**config.mk**
```make
export PLATFORM = sky130hd
export DESIGN_NAME = fwd_hazard_tracker_flat
export DESIGN_NICKNAME = d
export VERILOG_FILES = /design/src/rtl/fwd_hazard_tracker_pkg.sv /design/src/rtl/fwd_hazard_tracker_if.sv /design/src/rtl/fwd_operand_match.sv /design/src/rtl/fwd_hazard_tracker.sv /design/src/flat_wrapper.sv
export SDC_FILE = /design/constraint.sdc
export NUM_CORES = 1
export LEC_CHECK = 0
export ABC_CLOCK_PERIOD_IN_PS = 2800
export BUFFER_PORTS_ARGS = -buffer_cell sky130_fd_sc_hd__clkbuf_2
export CORE_MARGIN = 4
export CORE_UTILIZATION = 25
export DETAILED_ROUTE_END_ITERATION = 7
export HOLD_SLACK_MARGIN = 0.15
export PLACE_DENSITY_LB_ADDON = 0.05
export SLEW_MARGIN = 10
export SYNTH_ARGS = -nofsm -noshare
export SYNTH_HDL_FRONTEND = slang
export SYNTH_SLANG_ARGS = --single-unit
```
**constraint.sdc**
```tcl
create_clock -name clk -period 2.8 [get_ports clk]
set_input_delay 0.42 -clock clk [delete_from_list [all_inputs] [get_ports clk]]
set_output_delay 0.42 -clock clk [all_outputs]
set_load 0.03 [all_outputs]
```
**src/rtl/fwd_hazard_tracker_pkg.sv**
```systemverilog
// Shared types and constants for the forwarding/hazard tracker.
// Tracker slot tags use FWD_REG_W; instantiate the tracker with a matching REG_W.
package fwd_pkg;

  localparam int FWD_REG_W   = 5;
  localparam int SEL_REGFILE = 0;

  typedef struct packed {
    logic                 valid;
    logic [FWD_REG_W-1:0] rd;
    logic                 is_load;
  } fwd_slot_t;

  // LEGv8 opcodes as seen by the decoder that produces id_src_used/id_is_load
  localparam logic [9:0]  OP_ADDI = 10'b1001000100;
  localparam logic [9:0]  OP_SUBI = 10'b1101000100;
  localparam logic [10:0] OP_STUR = 11'b11111000000;
  localparam logic [10:0] OP_LDUR = 11'b11111000010;
  localparam logic [7:0]  OP_CBZ  = 8'b10110100;

endpackage

```
**src/rtl/fwd_hazard_tracker_if.sv**
```systemverilog
// ID-stage request / EX forward-select bus between the pipeline and the hazard tracker.
// FWD_HAZARD_STATS_EN adds the stall/forward statistics counters to the bus.
interface fwd_hazard_tracker_if #(
  parameter int REG_W   = 5,
  parameter int NUM_SRC = 3,
  parameter int NUM_FWD = 2,
  parameter int SEL_W   = $clog2(NUM_FWD + 1)
);

  logic                     id_valid;
  logic [NUM_SRC*REG_W-1:0] id_src;
  logic [NUM_SRC-1:0]       id_src_used;
  logic [REG_W-1:0]         id_rd;
  logic                     id_regwrite;
  logic                     id_is_load;
  logic                     stall_id;
  logic [NUM_SRC*SEL_W-1:0] ex_fwd_sel;
`ifdef FWD_HAZARD_STATS_EN
  logic [31:0]              stat_stalls;
  logic [31:0]              stat_fwds;
`endif

  modport master (
    output id_valid, id_src, id_src_used, id_rd, id_regwrite, id_is_load,
`ifdef FWD_HAZARD_STATS_EN
    input  stat_stalls, stat_fwds,
`endif
    input  stall_id, ex_fwd_sel
  );

  modport slave (
    input  id_valid, id_src, id_src_used, id_rd, id_regwrite, id_is_load,
`ifdef FWD_HAZARD_STATS_EN
    output stat_stalls, stat_fwds,
`endif
    output stall_id, ex_fwd_sel
  );

endinterface

```
**src/rtl/fwd_operand_match.sv**
```systemverilog
// Per-operand match against the in-flight writer slots: youngest match gives the
// forward select, and flags a load-use hazard when that load is not yet forwardable.
module fwd_operand_match
  import fwd_pkg::*;
#(
  parameter int REG_W    = FWD_REG_W,
  parameter int ZERO_REG = 31,
  parameter int NUM_FWD  = 2,
  parameter int LOAD_LAT = 2,
  parameter int SEL_W    = $clog2(NUM_FWD + 1)
) (
  input  fwd_slot_t [NUM_FWD-1:0] slots,
  input  logic [REG_W-1:0]        src,
  input  logic                    used,
  output logic [SEL_W-1:0]        sel,
  output logic                    load_hazard
);

  // Scan oldest to youngest so the youngest matching writer overwrites older ones
  always_comb begin
    sel         = SEL_W'(SEL_REGFILE);
    load_hazard = 1'b0;
    if (used && (src != REG_W'(ZERO_REG))) begin
      for (int i = NUM_FWD - 1; i >= 0; i--) begin
        if (slots[i].valid && (slots[i].rd == src)) begin
          sel         = SEL_W'(i + 1);
          load_hazard = slots[i].is_load && ((i + 1) < LOAD_LAT);
        end
      end
    end
  end

endmodule

```
**src/rtl/fwd_hazard_tracker.sv**
```systemverilog
// Forwarding/hazard unit: tracks in-flight writers, registers forward selects into EX
// and raises stall_id on load-use. FWD_HAZARD_STATS_EN adds stat_stalls/stat_fwds.
module fwd_hazard_tracker
  import fwd_pkg::*;
#(
  parameter int REG_W    = FWD_REG_W,
  parameter int ZERO_REG = 31,
  parameter int NUM_SRC  = 3,
  parameter int NUM_FWD  = 2,
  parameter int LOAD_LAT = 2,
  parameter int SEL_W    = $clog2(NUM_FWD + 1)
) (
  input logic                 clk,
  input logic                 reset,
  input logic                 hold,
  input logic                 flush,
  fwd_hazard_tracker_if.slave bus
);

  fwd_slot_t [NUM_FWD-1:0]  slots;
  fwd_slot_t                id_entry;
  logic [NUM_SRC-1:0]       hazard;
  logic [NUM_SRC*SEL_W-1:0] cand_sel;
  logic [NUM_SRC*SEL_W-1:0] ex_fwd_sel_q;
  logic                     stall;
  logic                     bubble;
  logic                     advance;

  for (genvar k = 0; k < NUM_SRC; k++) begin : g_match
    fwd_operand_match #(
      .REG_W    (REG_W),
      .ZERO_REG (ZERO_REG),
      .NUM_FWD  (NUM_FWD),
      .LOAD_LAT (LOAD_LAT),
      .SEL_W    (SEL_W)
    ) u_match (
      .slots       (slots),
      .src         (bus.id_src[k*REG_W +: REG_W]),
      .used        (bus.id_src_used[k]),
      .sel         (cand_sel[k*SEL_W +: SEL_W]),
      .load_hazard (hazard[k])
    );
  end

  assign stall        = bus.id_valid && !flush && (|hazard);
  assign bubble       = stall || flush || !bus.id_valid;
  // Flush overrides hold: the killed instructions must leave the pipe regardless
  assign advance      = !hold || flush;
  assign bus.stall_id = stall;
  assign bus.ex_fwd_sel = ex_fwd_sel_q;

  always_comb begin
    id_entry.valid   = !bubble && bus.id_regwrite && (bus.id_rd != REG_W'(ZERO_REG));
    id_entry.rd      = bus.id_rd;
    id_entry.is_load = bus.id_is_load;
  end

  // Slot shift register and EX select register; on flush the old slot[0] dies too
  always_ff @(posedge clk or negedge reset) begin
    if (!reset) begin
      slots        <= '0;
      ex_fwd_sel_q <= '0;
    end else if (advance) begin
      slots[0] <= id_entry;
      for (int i = 1; i < NUM_FWD; i++) begin
        slots[i] <= (i == 1 && flush) ? fwd_slot_t'('0) : slots[i-1];
      end
      ex_fwd_sel_q <= bubble ? '0 : cand_sel;
    end
  end

`ifdef FWD_HAZARD_STATS_EN
  logic [31:0] fwd_cnt;
  logic [32:0] fwd_sum;

  always_comb begin
    fwd_cnt = '0;
    for (int k = 0; k < NUM_SRC; k++) begin
      if (cand_sel[k*SEL_W +: SEL_W] != '0) fwd_cnt = fwd_cnt + 32'd1;
    end
    fwd_sum = {1'b0, bus.stat_fwds} + {1'b0, fwd_cnt};
  end

  // Saturating counters; forwards count only when the selects are actually latched
  always_ff @(posedge clk or negedge reset) begin
    if (!reset) begin
      bus.stat_stalls <= '0;
      bus.stat_fwds   <= '0;
    end else begin
      if (stall && !hold && (bus.stat_stalls != '1)) begin
        bus.stat_stalls <= bus.stat_stalls + 32'd1;
      end
      if (advance && !bubble) begin
        bus.stat_fwds <= fwd_sum[32] ? '1 : fwd_sum[31:0];
      end
    end
  end
`endif

endmodule

```
**src/flat_wrapper.sv**
```systemverilog
// flat-port wrapper written by rule: the top's interface ports become plain ports
module fwd_hazard_tracker_flat import fwd_pkg::*;
#(
  parameter int REG_W    = FWD_REG_W,
  parameter int ZERO_REG = 31,
  parameter int NUM_SRC  = 3,
  parameter int NUM_FWD  = 2,
  parameter int LOAD_LAT = 2,
  parameter int SEL_W    = $clog2(NUM_FWD + 1)
)
  (clk, reset, hold, flush, bus_id_valid, bus_id_src, bus_id_src_used, bus_id_rd, bus_id_regwrite, bus_id_is_load, bus_stall_id, bus_ex_fwd_sel);
  fwd_hazard_tracker_if #(.REG_W(REG_W), .NUM_SRC(NUM_SRC), .NUM_FWD(NUM_FWD), .SEL_W(SEL_W)) bus_i ();
  input logic clk;
  input logic reset;
  input logic hold;
  input logic flush;
  input wire logic [$bits(bus_i.id_valid)-1:0] bus_id_valid;
  input wire logic [$bits(bus_i.id_src)-1:0] bus_id_src;
  input wire logic [$bits(bus_i.id_src_used)-1:0] bus_id_src_used;
  input wire logic [$bits(bus_i.id_rd)-1:0] bus_id_rd;
  input wire logic [$bits(bus_i.id_regwrite)-1:0] bus_id_regwrite;
  input wire logic [$bits(bus_i.id_is_load)-1:0] bus_id_is_load;
  output wire logic [$bits(bus_i.stall_id)-1:0] bus_stall_id;
  output wire logic [$bits(bus_i.ex_fwd_sel)-1:0] bus_ex_fwd_sel;
  assign bus_i.id_valid = bus_id_valid;
  assign bus_i.id_src = bus_id_src;
  assign bus_i.id_src_used = bus_id_src_used;
  assign bus_i.id_rd = bus_id_rd;
  assign bus_i.id_regwrite = bus_id_regwrite;
  assign bus_i.id_is_load = bus_id_is_load;
  assign bus_stall_id = bus_i.stall_id;
  assign bus_ex_fwd_sel = bus_i.ex_fwd_sel;
  fwd_hazard_tracker #(.REG_W(REG_W), .ZERO_REG(ZERO_REG), .NUM_SRC(NUM_SRC), .NUM_FWD(NUM_FWD), .LOAD_LAT(LOAD_LAT), .SEL_W(SEL_W)) u_core (.clk(clk), .reset(reset), .hold(hold), .flush(flush), .bus(bus_i));
endmodule
```
# [Yosys cells after proc, flatten, opt, wreduce, memory -nomap -nowiden]
# Index checks and enable logic that the tools add are counted.
# W data, S select, Z words.
[totals] reg_bits=19 in_bits=30 output_inout_bits=7 elab_cells=54
[op_classes] n_eq_ne=10 n_mux=17 n_reduce_logical=21
[op_table] operator="$eq A5 B5 Y1" n=6
[op_table] operator="$ne A5 B5 Y1 const B" n=4
[op_table] operator="$mux W2" n=9
[op_table] operator="$logic_and A1 B1 Y1" n=13
[op_table] operator="$mux W7" n=1
[op_table] operator="$mux W1" n=6
[op_table] operator="$mux W6" n=1
[op_table] operator="$logic_not A1 Y1" n=4
[op_table] operator="$logic_or A1 B1 Y1" n=3
[op_table] operator="$reduce_or A3 Y1" n=1

# [Longest topological paths before layout]
[depth] ltp_word=11 mapped_depth=6 ltp_nobuf=5

# [By module]
# From an unflattened synthesis, not the netlist that was laid out.
[unflattened] hier_cells=117 hier_area_um2=1273.7
[by_module_without_submodules] module="fwd_hazard_tracker" n_inst=1 cells_each=57 area_each_um2=827.0 seq_area_each_um2=500.5
[by_module_without_submodules] module="fwd_operand_match" n_inst=3 cells_each=20 area_each_um2=148.9 seq_area_each_um2=0.0

# [Worst setup path after synthesis]
# OpenSTA, ideal clock, no wires.
[synth_path] kind="register to output" startpoint="register, netlist name u_core.slots[5]" endpoint="output port bus_stall_id" t_arrival_ns=1.686 required_ns=2.380 setup_slack_ns=0.694 stages_incl_launch_ff=7 path_buffers=1 cell_sequence="dfrtp_1 buf_6 xor2_1 nor4_2 nand4_2 a31oi_4 and3b_1"
[synth_between] elab_chain_cells=6 elab_cells_between_ends=14 classes_between="eq/ne (3); mux (6); reduce/logical (5)"
[synth_rtl] item="$eq A5 B5 Y1" line_no="fwd_operand_match.sv:25" source="if (slots[i].valid && (slots[i].rd == src)) begin"
[synth_rtl] item="$logic_and A1 B1 Y1" line_no="fwd_operand_match.sv:25"
[synth_rtl] item="$mux W1" line_no="fwd_operand_match.sv:25"
[synth_rtl] item="$mux W1" line_no="fwd_operand_match.sv:23" source="if (used && (src != REG_W'(ZERO_REG))) begin"
[synth_rtl] item="$reduce_or A3 Y1 *" line_no="fwd_hazard_tracker.sv:45" source="assign stall = bus.id_valid && !flush && (|hazard);"
[synth_rtl] item="$logic_and A1 B1 Y1 *" line_no="fwd_hazard_tracker.sv:45"
[synth_rtl] item="end, declared" line_no="flat_wrapper.sv:23" source="output wire logic [$bits(bus_i.stall_id)-1:0] bus_stall_id;"
# Mark *: on every way between the ends. The rest lies on a longest branch, timed or not.

# [Final worst setup path]
[layout_path] startpoint="register, netlist name u_core.slots[2]" endpoint="output port bus_stall_id"
[layout_between] elab_chain_cells=6 elab_cells_between_ends=14 classes_between="eq/ne (3); mux (6); reduce/logical (5)"
[layout_rtl] item="$eq A5 B5 Y1" line_no="fwd_operand_match.sv:25"
[layout_rtl] item="$logic_and A1 B1 Y1" line_no="fwd_operand_match.sv:25"
[layout_rtl] item="$mux W1" line_no="fwd_operand_match.sv:25"
[layout_rtl] item="$mux W1" line_no="fwd_operand_match.sv:23"
[layout_rtl] item="$reduce_or A3 Y1 *" line_no="fwd_hazard_tracker.sv:45"
[layout_rtl] item="$logic_and A1 B1 Y1 *" line_no="fwd_hazard_tracker.sv:45"
# Marks and branches as above.

==> results.md <==
- Outcome: finished, final reports clean
- Final Cycle Share: 93.8%
- Setup clock skew after layout: 0.00362 ns
- Layout cells sized above 1: 25.4%
- Power per unit of standard cell area: 407 mW/mm2
- CP max stage cell: sky130_fd_sc_hd__dfrtp_1
- Final Hold Viols: 0
- Largest net degree at the start of global routing: 20
- CTS tree: done
- Final nets: 204
- Most used flip-flop cell after synthesis: sky130_fd_sc_hd__dfrtp_1
- Worst path arrival time: 2.21 ns
- Routing usage on met2: 18.5%
- Width of the die: 79.1 um
- Synthesis-to-layout area growth: 22.5%
- Total of warnings raised by yosys: 0
- Later-pin clock latency in the skew report: 0.25 ns
- Max Cap Violations: 0
- Crit end category: output pin
- Final-report setup violation count: 0
- Number of global-route vias before repair: 1124
- Met3 GRT Util: 2.83%
- Most used routing layer in global routing: met2
- Post-Route Hold Slack: 0.366 ns
- Post-layout minimum cycle time: 2.63 ns
- Buffer cell driving the clock tree root: sky130_fd_sc_hd__clkbuf_8
- Total setup buffers inserted after CTS: 0
- Buffers from clock root to sink, at most: 2
- Number of buffer cells added on primary ports: 36
- Via total after detailed routing: 1073
- Slew Viols, Final: 0
- Sum of routed wire length over all layers: 3.59 mm
- Tightest slew margin relative to the limit: 57.4%
- Setup repair after global routing missed its margin: false
- Crit path kind: flip-flop to output pin
- Number of H-tree branching levels: 1
- Area of the placeable core: 0.00482 mm2
- Highest clock rate: 0.381 GHz
- Nets in the synthesized netlist: 168
- Area enclosed by the die boundary: 0.00625 mm2
- Starting density of the core: 26.2%
- Unique masters post-synth: 31
- Clock edge transition at the registers on the reported setup and hold paths: 0.07 ns
- Share of synthesized flip-flops with an asynchronous set or reset: 100%
- Number of antenna violations at the first check in global routing: 0
- Met1 track utilization from global routing: 15.7%
- Iteration count of the initial detailed-routing pass: 4
- Initial drt markers: 40
- Largest area contributor in the netlist: sky130_fd_sc_hd__dfrtp_1
- Standard-cell row count: 25
- Antenna fix cells: 0
- Top-Level Pins: 37
- Overall overflow remaining after global route: 0
- Final weighted congestion in routability-driven placement: 0.792
- Maximum fanout encountered on the critical timing path: 5
- Clk sinks: 19
- Peak ir drop on the vdd network: 0.108 mV
- Seq cells post-synth: 19
- Worst hold path type: primary input to flip-flop
- Drt via density: 4.47
- Post-detailed-placement half-perimeter wirelength: 2.85 mm
- Residual DRC count: 0
- Vertical die dimension: 79.1 um
- Crit-path cells: xor2_1, nor4_1, nand4_1, a31oi_4, and3b_1, clkbuf_2
- Area of the mapped netlist: 0.00126 mm2
- Transition time of the tightest slew-check pin: 0.638 ns
- Number of enable flip-flop cells after synthesis: 0
- Syn_area_per_cell: 9.15 um2
- Category of cells accounting for the largest share of critical-path delay: simple AND/OR/NAND/NOR gates
- Top cells by area, synth: sky130_fd_sc_hd__dfrtp_1, sky130_fd_sc_hd__xor2_1, sky130_fd_sc_hd__nand2_1
- Required time at the endpoint of the critical path: 2.38 ns
- Sum Neg Setup Slack: 0 ns
- Wire length of the first global-routing pass: 5.72 mm
- Count of buffering cells on the critical path with inverters included: 1
- DRT antenna net count: 0
- Worst setup SP type: flip-flop
- Leakage component of the power: 0.716 nW
- Sequential area share after synthesis: 37.7%
- Largest stage delay, worst path: 0.48 ns
- Synth top area share: 37.7%
- Routed WL per cell: 15.0 um
- TritonCTS buffer count: 3
- Post-Syn Instances: 138
- All-layer global routing usage: 12.0%
[cells in the final DEF, fill, tap and decap left out, types with 2 or more instances in the layout]
cell type,count
sky130_fd_sc_hd__clkbuf_2,36
sky130_fd_sc_hd__nand2_1,27
sky130_fd_sc_hd__xor2_1,19
sky130_fd_sc_hd__dfrtp_1,19
sky130_fd_sc_hd__xnor2_1,11
sky130_fd_sc_hd__nand3_1,10
sky130_fd_sc_hd__nor2_1,7
sky130_fd_sc_hd__mux2i_1,6
sky130_fd_sc_hd__o21a_1,3
sky130_fd_sc_hd__nand2b_1,3
sky130_fd_sc_hd__a21oi_1,3
sky130_fd_sc_hd__o31ai_1,3
sky130_fd_sc_hd__clkbuf_8,3
sky130_fd_sc_hd__nor4_1,2
sky130_fd_sc_hd__nand4_1,2
sky130_fd_sc_hd__nor4_2,2
sky130_fd_sc_hd__nand4_2,2
sky130_fd_sc_hd__nor3b_1,2
sky130_fd_sc_hd__nor3_1,2
[synthesized netlist by cell type, types with 3 or more instances]
library cell               count
sky130_fd_sc_hd__mux2i_1       6
sky130_fd_sc_hd__o31ai_1       3
sky130_fd_sc_hd__nand2_1      27
sky130_fd_sc_hd__nand2b_1      3
sky130_fd_sc_hd__o21a_1        3
sky130_fd_sc_hd__xnor2_1      11
sky130_fd_sc_hd__dfrtp_1      19
sky130_fd_sc_hd__a21oi_1       3
sky130_fd_sc_hd__xor2_1       19
sky130_fd_sc_hd__nand3_1      10
sky130_fd_sc_hd__nor2_1        7
[path summary, 6_finish.rpt]
path	from	depth (start not counted)	endpoint	slack, ns
max	u_core.slots[2]	6	bus_stall_id	0.17
min	bus_id_is_load	3	u_core.slots[0]	0.37
max reg2reg	u_core.slots[2]	5	u_core.bus.ex_fwd_sel[1]	1.01
min reg2reg	u_core.bus.ex_fwd_sel[3]	2	u_core.bus.ex_fwd_sel[3]	0.49
max in group asynchronous	reset	2	u_core.slots[2]	1.78
min in group asynchronous	reset	2	u_core.bus.ex_fwd_sel[0]	0.66
[worst register-to-register path: cells and delay by family, from the launching register on]
| kind | cells | cell delay, ns |
|---|---|---|
| compound gates | 2 | 0.33 |
| xor+xnor | 1 | 0.20 |
| flops | 1 | 0.48 |
| simple gates | 2 | 0.66 |
[routing by layer]
layer / routed length, um / vias to the layer above
met2: 1620 / 32
met1: 1660 / 496
li1: - / 539
met5: 0 / -
met3: 241 / 6
met4: 78 / 0
[state kept, by name, indices dropped and copies added (netlist names)]
register / count
u_core.slots: 13
u_core.bus.ex_fwd_sel: 6
[through the flow]
step | util [%] | cells | worst slack [ns] | area (um2) | power, W
after detailed placement | 31.0 | 235 | 0.456 | 1490 | 0.000444
after global routing | 32.1 | 240 | 0.0833 | 1550 | 0.000666
final | 32.1 | 240 | 0.174 | 1550 | 0.000629
after global placement | 31.0 | 235 | 0.487 | 1490 | 0.000443
after CTS | 32.1 | 240 | 0.185 | 1550 | 0.000641
after floorplan | - | 138 | 0.694 | 1260 | 0.000391
[what timing repair did]
| item | in CTS | in global routing |
|---|---|---|
| hold buffers | 1 | 0 |
| setup endpoints to repair | 0 | 0 |
| endpoints found under the hold margin | 19 | 0 |
| gates resized for setup | 0 | 0 |
[logic make-up after synthesis]
| kind of cell | synth area share [%] |
|---|---|
| flops | 37.7 |
| buf+inv | 3.07 |
| mux | 4.76 |
| simple gates | 25.2 |
| compound gates | 8.52 |
| xor+xnor | 20.8 |
[cell type report]
cell class              count  area (um2)
clock buffers               4        45.0
fillers                   533        3270
inverters                   1        3.75
multi-input cells         112         748
flip-flops and latches     19         475
well taps                  67        83.8
repair buffers             37         190
[power breakdown]
group          switching (W)  leakage [nW]  internal (W)
clock network      0.0000902        0.0228      0.000101
registers          0.0000259         0.250      0.000287
logic              0.0000677         0.443     0.0000577
No activity file was read; power rests on OpenSTA's default activity.
